--- src/rtl/uart_pkg.sv ---
// Shared definitions for the parameterised UART receiver: parity modes,
// receive FSM state encoding and the 2-of-3 vote helper.
package uart_pkg;

  localparam int PAR_NONE = 0;
  localparam int PAR_EVEN = 1;
  localparam int PAR_ODD  = 2;

  typedef enum logic [2:0] {
    ST_IDLE   = 3'd0,
    ST_START  = 3'd1,
    ST_DATA   = 3'd2,
    ST_PARITY = 3'd3,
    ST_STOP   = 3'd4,
    ST_DONE   = 3'd5
  } rx_state_e;

  function automatic logic maj3(input logic a, input logic b, input logic c);
    return (a & b) | (a & c) | (b & c);
  endfunction

endpackage

--- src/rtl/uart_rx_bit_sampler.sv ---
// Oversampling tick counter with three-point capture around each bit centre;
// emits a one-clk bit_done strobe carrying the majority-voted bit value.
module uart_rx_bit_sampler
  import uart_pkg::*;
#(
  parameter int OVERSAMPLE = 16
) (
  input  logic                          clk,
  input  logic                          rst_n,
  input  logic                          tick_i,
  input  logic                          rx_i,
  input  logic                          cnt_clr_i,
  input  logic                          cnt_en_i,
  input  logic                          vote_en_i,
  output logic [$clog2(OVERSAMPLE)-1:0] cnt_o,
  output logic                          bit_done_o,
  output logic                          bit_val_o
);

  localparam int CW = $clog2(OVERSAMPLE);
  localparam logic [CW-1:0] CNT_S0  = CW'(OVERSAMPLE - 3);
  localparam logic [CW-1:0] CNT_S1  = CW'(OVERSAMPLE - 2);
  localparam logic [CW-1:0] CNT_MAX = CW'(OVERSAMPLE - 1);

  logic [CW-1:0] cnt_q, cnt_d;
  logic [1:0]    smp_q, smp_d;
  logic          done_q, done_d;
  logic          val_q, val_d;

  // The counter value seen on a tick is the number of ticks already elapsed
  // since the last bit centre; the third sample is the line value at the tick
  // that lands on the next centre, so it is voted directly without storing it.
  always_comb begin
    cnt_d  = cnt_q;
    smp_d  = smp_q;
    done_d = 1'b0;
    val_d  = val_q;
    if (cnt_clr_i) begin
      cnt_d = '0;
    end else if (cnt_en_i && tick_i) begin
      cnt_d = (cnt_q == CNT_MAX) ? '0 : cnt_q + CW'(1);
      if (vote_en_i) begin
        if (cnt_q == CNT_S0) smp_d[0] = rx_i;
        if (cnt_q == CNT_S1) smp_d[1] = rx_i;
        if (cnt_q == CNT_MAX) begin
          done_d = 1'b1;
          val_d  = maj3(smp_q[0], smp_q[1], rx_i);
        end
      end
    end
  end

  always_ff @(posedge clk or negedge rst_n) begin
    if (!rst_n) begin
      cnt_q  <= '0;
      smp_q  <= 2'b11;
      done_q <= 1'b0;
      val_q  <= 1'b1;
    end else begin
      cnt_q  <= cnt_d;
      smp_q  <= smp_d;
      done_q <= done_d;
      val_q  <= val_d;
    end
  end

  assign cnt_o      = cnt_q;
  assign bit_done_o = done_q;
  assign bit_val_o  = val_q;

endmodule

--- src/rtl/uart_rx_param.sv ---
// Oversampled UART receiver with optional parity and 1/2 stop bits, feeding a
// single-entry valid/ready output register with overrun reporting.
module uart_rx_param
  import uart_pkg::*;
#(
  parameter int DATA_BITS  = 8,
  parameter int OVERSAMPLE = 16,
  parameter int PARITY     = 0,
  parameter int STOP_BITS  = 1
) (
  input  logic                 clk,
  input  logic                 rst_n,
  input  logic                 i_rx_d,
  input  logic                 sampling,
  output logic [DATA_BITS-1:0] o_rx_d,
  output logic                 o_rx_valid,
  input  logic                 i_rx_ready,
  output logic                 o_rx_complete,
  output logic                 o_frame_err,
  output logic                 o_parity_err,
  output logic                 o_overrun
);

  localparam int CW = $clog2(OVERSAMPLE);
  localparam int BW = $clog2(DATA_BITS);
  localparam logic [CW-1:0] START_MID = CW'(OVERSAMPLE / 2 - 1);
  localparam logic [BW-1:0] LAST_DATA = BW'(DATA_BITS - 1);
  localparam logic [BW-1:0] LAST_STOP = BW'(STOP_BITS - 1);
  localparam logic          PAR_EXP   = (PARITY == PAR_ODD);

  logic [1:0]           sync_q;
  logic                 rx_s;
  rx_state_e            state_q, state_d;
  logic [BW-1:0]        bidx_q, bidx_d;
  logic [DATA_BITS-1:0] shreg_q, shreg_d;
  logic                 par_q, par_d;
  logic                 perr_q, perr_d;
  logic                 ferr_q, ferr_d;
  logic [DATA_BITS-1:0] rx_d_q, rx_d_d;
  logic                 valid_q, valid_d;
  logic                 cmpl_q, cmpl_d;
  logic                 ferr_p_q, ferr_p_d;
  logic                 perr_p_q, perr_p_d;
  logic                 ovr_q, ovr_d;

  logic                 cnt_clr, cnt_en, vote_en;
  logic [CW-1:0]        cnt;
  logic                 bit_done, bit_val;

  always_ff @(posedge clk or negedge rst_n) begin
    if (!rst_n) sync_q <= 2'b11;
    else        sync_q <= {sync_q[0], i_rx_d};
  end
  assign rx_s = sync_q[1];

  uart_rx_bit_sampler #(
    .OVERSAMPLE(OVERSAMPLE)
  ) u_sampler (
    .clk       (clk),
    .rst_n     (rst_n),
    .tick_i    (sampling),
    .rx_i      (rx_s),
    .cnt_clr_i (cnt_clr),
    .cnt_en_i  (cnt_en),
    .vote_en_i (vote_en),
    .cnt_o     (cnt),
    .bit_done_o(bit_done),
    .bit_val_o (bit_val)
  );

  always_comb begin
    state_d  = state_q;
    bidx_d   = bidx_q;
    shreg_d  = shreg_q;
    par_d    = par_q;
    perr_d   = perr_q;
    ferr_d   = ferr_q;
    rx_d_d   = rx_d_q;
    valid_d  = valid_q;
    cmpl_d   = 1'b0;
    ferr_p_d = 1'b0;
    perr_p_d = 1'b0;
    ovr_d    = 1'b0;
    cnt_clr  = 1'b0;
    cnt_en   = 1'b0;
    vote_en  = 1'b0;

    if (valid_q && i_rx_ready) valid_d = 1'b0;

    unique case (state_q)
      ST_IDLE: begin
        if (sampling && !rx_s) begin
          cnt_clr = 1'b1;
          state_d = ST_START;
        end
      end
      ST_START: begin
        cnt_en = 1'b1;
        if (sampling) begin
          if (rx_s) begin
            state_d = ST_IDLE;
          end else if (cnt == START_MID) begin
            cnt_clr = 1'b1;
            bidx_d  = '0;
            par_d   = 1'b0;
            perr_d  = 1'b0;
            ferr_d  = 1'b0;
            state_d = ST_DATA;
          end
        end
      end
      ST_DATA: begin
        cnt_en  = 1'b1;
        vote_en = 1'b1;
        if (bit_done) begin
          shreg_d = {bit_val, shreg_q[DATA_BITS-1:1]};
          par_d   = par_q ^ bit_val;
          if (bidx_q == LAST_DATA) begin
            bidx_d  = '0;
            state_d = (PARITY != PAR_NONE) ? ST_PARITY : ST_STOP;
          end else begin
            bidx_d = bidx_q + BW'(1);
          end
        end
      end
      ST_PARITY: begin
        cnt_en  = 1'b1;
        vote_en = 1'b1;
        if (bit_done) begin
          perr_d  = ((par_q ^ bit_val) != PAR_EXP);
          state_d = ST_STOP;
        end
      end
      ST_STOP: begin
        cnt_en  = 1'b1;
        vote_en = 1'b1;
        if (bit_done) begin
          if (!bit_val) ferr_d = 1'b1;
          if (bidx_q == LAST_STOP) state_d = ST_DONE;
          else                     bidx_d  = bidx_q + BW'(1);
        end
      end
      ST_DONE: begin
        state_d = ST_IDLE;
        // A same-cycle accept frees the buffer, so the new word replaces it.
        if (ferr_q) begin
          ferr_p_d = 1'b1;
        end else if (valid_q && !i_rx_ready) begin
          ovr_d = 1'b1;
        end else begin
          rx_d_d   = shreg_q;
          valid_d  = 1'b1;
          cmpl_d   = 1'b1;
          perr_p_d = perr_q;
        end
      end
      default: state_d = ST_IDLE;
    endcase
  end

  always_ff @(posedge clk or negedge rst_n) begin
    if (!rst_n) begin
      state_q  <= ST_IDLE;
      bidx_q   <= '0;
      shreg_q  <= '0;
      par_q    <= 1'b0;
      perr_q   <= 1'b0;
      ferr_q   <= 1'b0;
      rx_d_q   <= '1;
      valid_q  <= 1'b0;
      cmpl_q   <= 1'b0;
      ferr_p_q <= 1'b0;
      perr_p_q <= 1'b0;
      ovr_q    <= 1'b0;
    end else begin
      state_q  <= state_d;
      bidx_q   <= bidx_d;
      shreg_q  <= shreg_d;
      par_q    <= par_d;
      perr_q   <= perr_d;
      ferr_q   <= ferr_d;
      rx_d_q   <= rx_d_d;
      valid_q  <= valid_d;
      cmpl_q   <= cmpl_d;
      ferr_p_q <= ferr_p_d;
      perr_p_q <= perr_p_d;
      ovr_q    <= ovr_d;
    end
  end

  assign o_rx_d        = rx_d_q;
  assign o_rx_valid    = valid_q;
  assign o_rx_complete = cmpl_q;
  assign o_frame_err   = ferr_p_q;
  assign o_parity_err  = perr_p_q;
  assign o_overrun     = ovr_q;

endmodule

--- config.mk ---
export PLATFORM = sky130hd
export DESIGN_NAME = uart_rx_param
export DESIGN_NICKNAME = d
export VERILOG_FILES = /design/src/rtl/uart_pkg.sv /design/src/rtl/uart_rx_bit_sampler.sv /design/src/rtl/uart_rx_param.sv
export SDC_FILE = /design/constraint.sdc
export NUM_CORES = 1
export LEC_CHECK = 0
export BUFFER_PORTS_ARGS = -buffer_cell sky130_fd_sc_hd__buf_2
export CAP_MARGIN = 20
export CORE_MARGIN = 3
export CORE_UTILIZATION = 30
export DETAILED_ROUTE_END_ITERATION = 10
export PLACE_DENSITY = 0.53
export SLEW_MARGIN = 20
export SYNTH_ARGS = -nofsm -noshare
export SYNTH_HDL_FRONTEND = slang
export SYNTH_SLANG_ARGS = --single-unit
--- constraint.sdc ---
create_clock -name clk -period 3.8 [get_ports clk]
set_input_delay 0.95 -clock clk [delete_from_list [all_inputs] [get_ports clk]]
set_output_delay 0.95 -clock clk [all_outputs]
set_load 0.01 [all_outputs]
==> results_dict.tcl <==
set metrics [dict create \
    status "completed" \
    seqPwrFrac_pct 48.9 \
    synth_area_um2 1880 \
    period_share_pct 50.2 \
    cts_hold_buf 0 \
    drc 0 \
    multiInputGateArea_um2 806 \
    drt_iter0_markers 51 \
    worstHoldEndpoint "sync_q[1]$_DFF_PN1_" \
    rr_worst_depth 5 \
    clock_path_buffers 2 \
    path_cells "buf_2" \
    power.density_nw_per_um2 529 \
    antenna_found_initial 0 \
    crit_arrival_ns 0.96 \
    rr_endpoint "perr_q$_DFFE_PN0P_" \
    final-seq-area_um2 1020 \
    whs_path_depth 0 \
    ys_warn_count 0 \
    reg2reg_slack_ns 1.91 \
    detailedPlace.worstSlack_ns 1.63 \
    fp.dieArea_um2 7250 \
    cts_buffers 5 \
    nets 187 \
    layout-drive-gt1-share_pct 30.5 \
    ys_ff_latch 40 \
    post_cts_buffers 0 \
    period_minus_slack_ns 1.91 \
    place_inst 244 \
    viasPerCell 4.79 \
    crit_fanout 2 \
    cts_sinks 40 \
    die_w_um 85.1 \
    grt.overflow.total 0 \
    grt_setup_unrepaired "false" \
    crit_type "flop to primary output" \
    tightestPinTransition_ns 0.880 \
    clockRootBuffer "clkbuf_8" \
    chipHeight_um 85.1 \
    crit_required_ns 2.85 \
    clockPowerShare_pct 31.2 \
    crit_path_max_incr_delay_ns 0.54 \
    ys_seq_area_share_pct 54.2 \
    fin_util_pct 35.8 \
    n_fill_cell 604 \
    h-tree-depth 2 \
    tns_ns 0 \
    path_buf_inv 1 \
    fin_ws_ns 1.89 \
    cap_violations 0 \
    syn_inst 157 \
    p_leak_nw 0.989 \
    hold_slack_ns 0.358 \
    hpwlAfterDp_um 2280 \
    crit_slowest_cell "dfstp_2" \
    combPwrFrac_pct 19.9 \
    rows 28 \
    portBuffers 17 \
    start_kind "flop" \
    hold_viol_final 0 \
    hp-start "sync_q[0]$_DFF_PN1_" \
    finClkSkew_ns 0.00716 \
    yosysUniqueCellTypes 44 \
    syn_to_final_growth_pct 14.1 \
    slew_headroom_pct 41.3 \
    switching_share_pct 31.4 \
    layout.cells.non_filler 252 \
    grt_max_degree 41 \
    worst_hold_path_type "flop to flop" \
    syn_nets 168 \
    use_met3_pct 2.72 \
    antennaDiodeCount 0 \
    cp-end-kind "primary output" \
    wl_per_cell_um 12.6 \
    drt_wl_total_um 3180 \
    dr_total_vias 1206 \
    ir_drop_uv 188 \
    groute.layer.met1.usage_pct 13.5 \
    drt_pre_antenna_iters 4 \
    grt_pass1_vias 1201 \
    critPathTopFamily "flip-flops" \
    slew_violations 0 \
    pin_count 18 \
    grt_pass1_wl_um 5640 \
    cts_tree "yes" \
    fin_area_um2 2140 \
    postRouteAntennaNets 0 \
    core_area_um2 5990 \
    gr-usage-met2_pct 14.8 \
    fmax_mhz 524 \
    placed_area_um2 2030 \
    p_switching_mw 0.356 \
    grt_busiest_layer "met2" \
    rr_startpoint "u_sampler.cnt_o[0]$_DFFE_PN0P_" \
    clkLatencyLatePin_ns 0.29 \
    internal_power_mw 0.777 \
    grtUsageTotal_pct 9.81 \
    finalPower_mw 1.13 \
    clkTransAtPathRegs_ns 0.09 \
    place.gp.congestion 0.715 \
    setup-violations-final 0 \
    cts_resized 0 \
    start_util_pct 31.3 \
    syn_avg_cell_area_um2 12.0 \
]
==> worst max path at each step <==
stage,startpoint,to,slack (ns),cells after the start
after floorplan,sampling,perr_q$_DFFE_PN0P_,1.87,4
after detailed placement,sampling,perr_q$_DFFE_PN0P_,1.63,5
after CTS,o_rx_d[1]$_DFFE_PN1P_,o_rx_d[1],1.88,1
after global placement,sampling,perr_q$_DFFE_PN0P_,1.66,5
final,o_rx_d[1]$_DFFE_PN1P_,o_rx_d[1],1.89,1
after global routing,state_q[0]$_DFFE_PN0P_,o_rx_d[1]$_DFFE_PN1P_,1.68,4
==> flip-flops by register name, summed over array words and instances (netlist names), 2 cells and up <==
register / count
u_sampler.smp_q: 2
shreg_q: 8
state_q: 3
o_rx_d: 8
u_sampler.cnt_o: 4
sync_q: 2
bidx_q: 3
==> placed cells by master (no fill, tap or decap), types with 2 or more instances in the layout <==
| cell | n |
|---|---|
| nand2_1 | 4 |
| mux2_2 | 11 |
| a21oi_1 | 7 |
| nand3_1 | 2 |
| nor2b_1 | 2 |
| mux2_1 | 11 |
| maj3_1 | 2 |
| and3_1 | 2 |
| nor3_1 | 2 |
| nand3b_1 | 2 |
| inv_1 | 7 |
| o21ai_0 | 6 |
| o21a_1 | 2 |
| or3_1 | 2 |
| buf_2 | 17 |
| nand2b_1 | 8 |
| clkbuf_8 | 5 |
| or3b_1 | 2 |
| dfrtp_1 | 27 |
| mux2i_1 | 2 |
| dfstp_2 | 13 |
| ha_1 | 6 |
| nand4_1 | 3 |
| nor2_1 | 10 |
==> power groups by stage <==
stage          combinational, mW  clock (mW)  sequential [mW]
2_1_floorplan              0.214           0            0.523
3_3_place_gp               0.229           0            0.563
3_5_place_dp               0.231           0            0.561
4_1_cts                    0.231       0.371            0.554
5_1_grt                    0.264       0.388            0.569
6_report                   0.225       0.354            0.554
==> cell families after synthesis <==
group	count (synthesis)	share of synthesized area [%]
adder cells (fa/ha/maj)	8	5.06
flip-flops	40	54.2
AND/OR/NAND/NOR	46	14.0
multiplexers	24	14.3
AO/OA/AOI/OAI	25	8.66
buffers and inverters	12	2.93
XOR/XNOR	2	0.933
==> synthesized netlist by cell type <==
| library cell | n | area (um2) |
|---|---|---|
| dfrtp_1 | 27 | 676 |
| a21oi_2 | 1 | 8.76 |
| and2b_1 | 1 | 7.51 |
| nor2_2 | 1 | 6.26 |
| o21ba_2 | 1 | 10.0 |
| xnor2_1 | 1 | 8.76 |
| nor2_1 | 10 | 37.5 |
| inv_1 | 7 | 26.3 |
| or3_1 | 2 | 12.5 |
| a211oi_1 | 1 | 7.51 |
| and3b_1 | 1 | 8.76 |
| and3_1 | 2 | 12.5 |
| ha_1 | 6 | 75.1 |
| nand2_1 | 4 | 15.0 |
| nand3_1 | 2 | 10.0 |
| buf_2 | 2 | 10.0 |
| nand3b_1 | 2 | 15.0 |
| buf_6 | 1 | 11.3 |
| o21a_1 | 2 | 15.0 |
| nor3b_1 | 1 | 7.51 |
| maj3_1 | 2 | 20.0 |
| nand2b_1 | 8 | 50.1 |
| dfstp_2 | 13 | 342 |
| mux2_1 | 11 | 124 |
| and2_2 | 1 | 7.51 |
| nor4_1 | 1 | 6.26 |
| o21bai_1 | 1 | 7.51 |
| or4_1 | 1 | 7.51 |
| mux2i_1 | 2 | 20.0 |
| o22ai_1 | 1 | 6.26 |
| nand4_1 | 3 | 18.8 |
| o21ai_0 | 6 | 30.0 |
| o41ai_1 | 1 | 8.76 |
| mux2_2 | 11 | 124 |
| xor2_1 | 1 | 8.76 |
| a2111oi_2 | 1 | 15.0 |
| a21oi_1 | 7 | 35.0 |
| a31oi_1 | 1 | 6.26 |
| nor3_1 | 2 | 10.0 |
| o21ai_1 | 1 | 5.00 |
| or3b_1 | 2 | 17.5 |
| nor2b_1 | 2 | 12.5 |
| clkbuf_1 | 2 | 7.51 |
| o31ai_1 | 1 | 7.51 |
==> area by class of cell <==
type                            instances  area share [%]
Tap cell                               75            4.38
Sequential cell                        40            47.5
Multi-Input combinational cell        105            37.6
Clock buffer                            5            3.21
Inverter                                7            1.23
Clock inverter                          3            2.16
Timing Repair Buffer                   17            3.97
==> metal layers <==
layer  vias up  wire (um)
met5         -          0
met4         0         21
met3         2        139
met2        22       1490
met1       589       1520
li1        593          -
(Power assumes the default switching activity.)
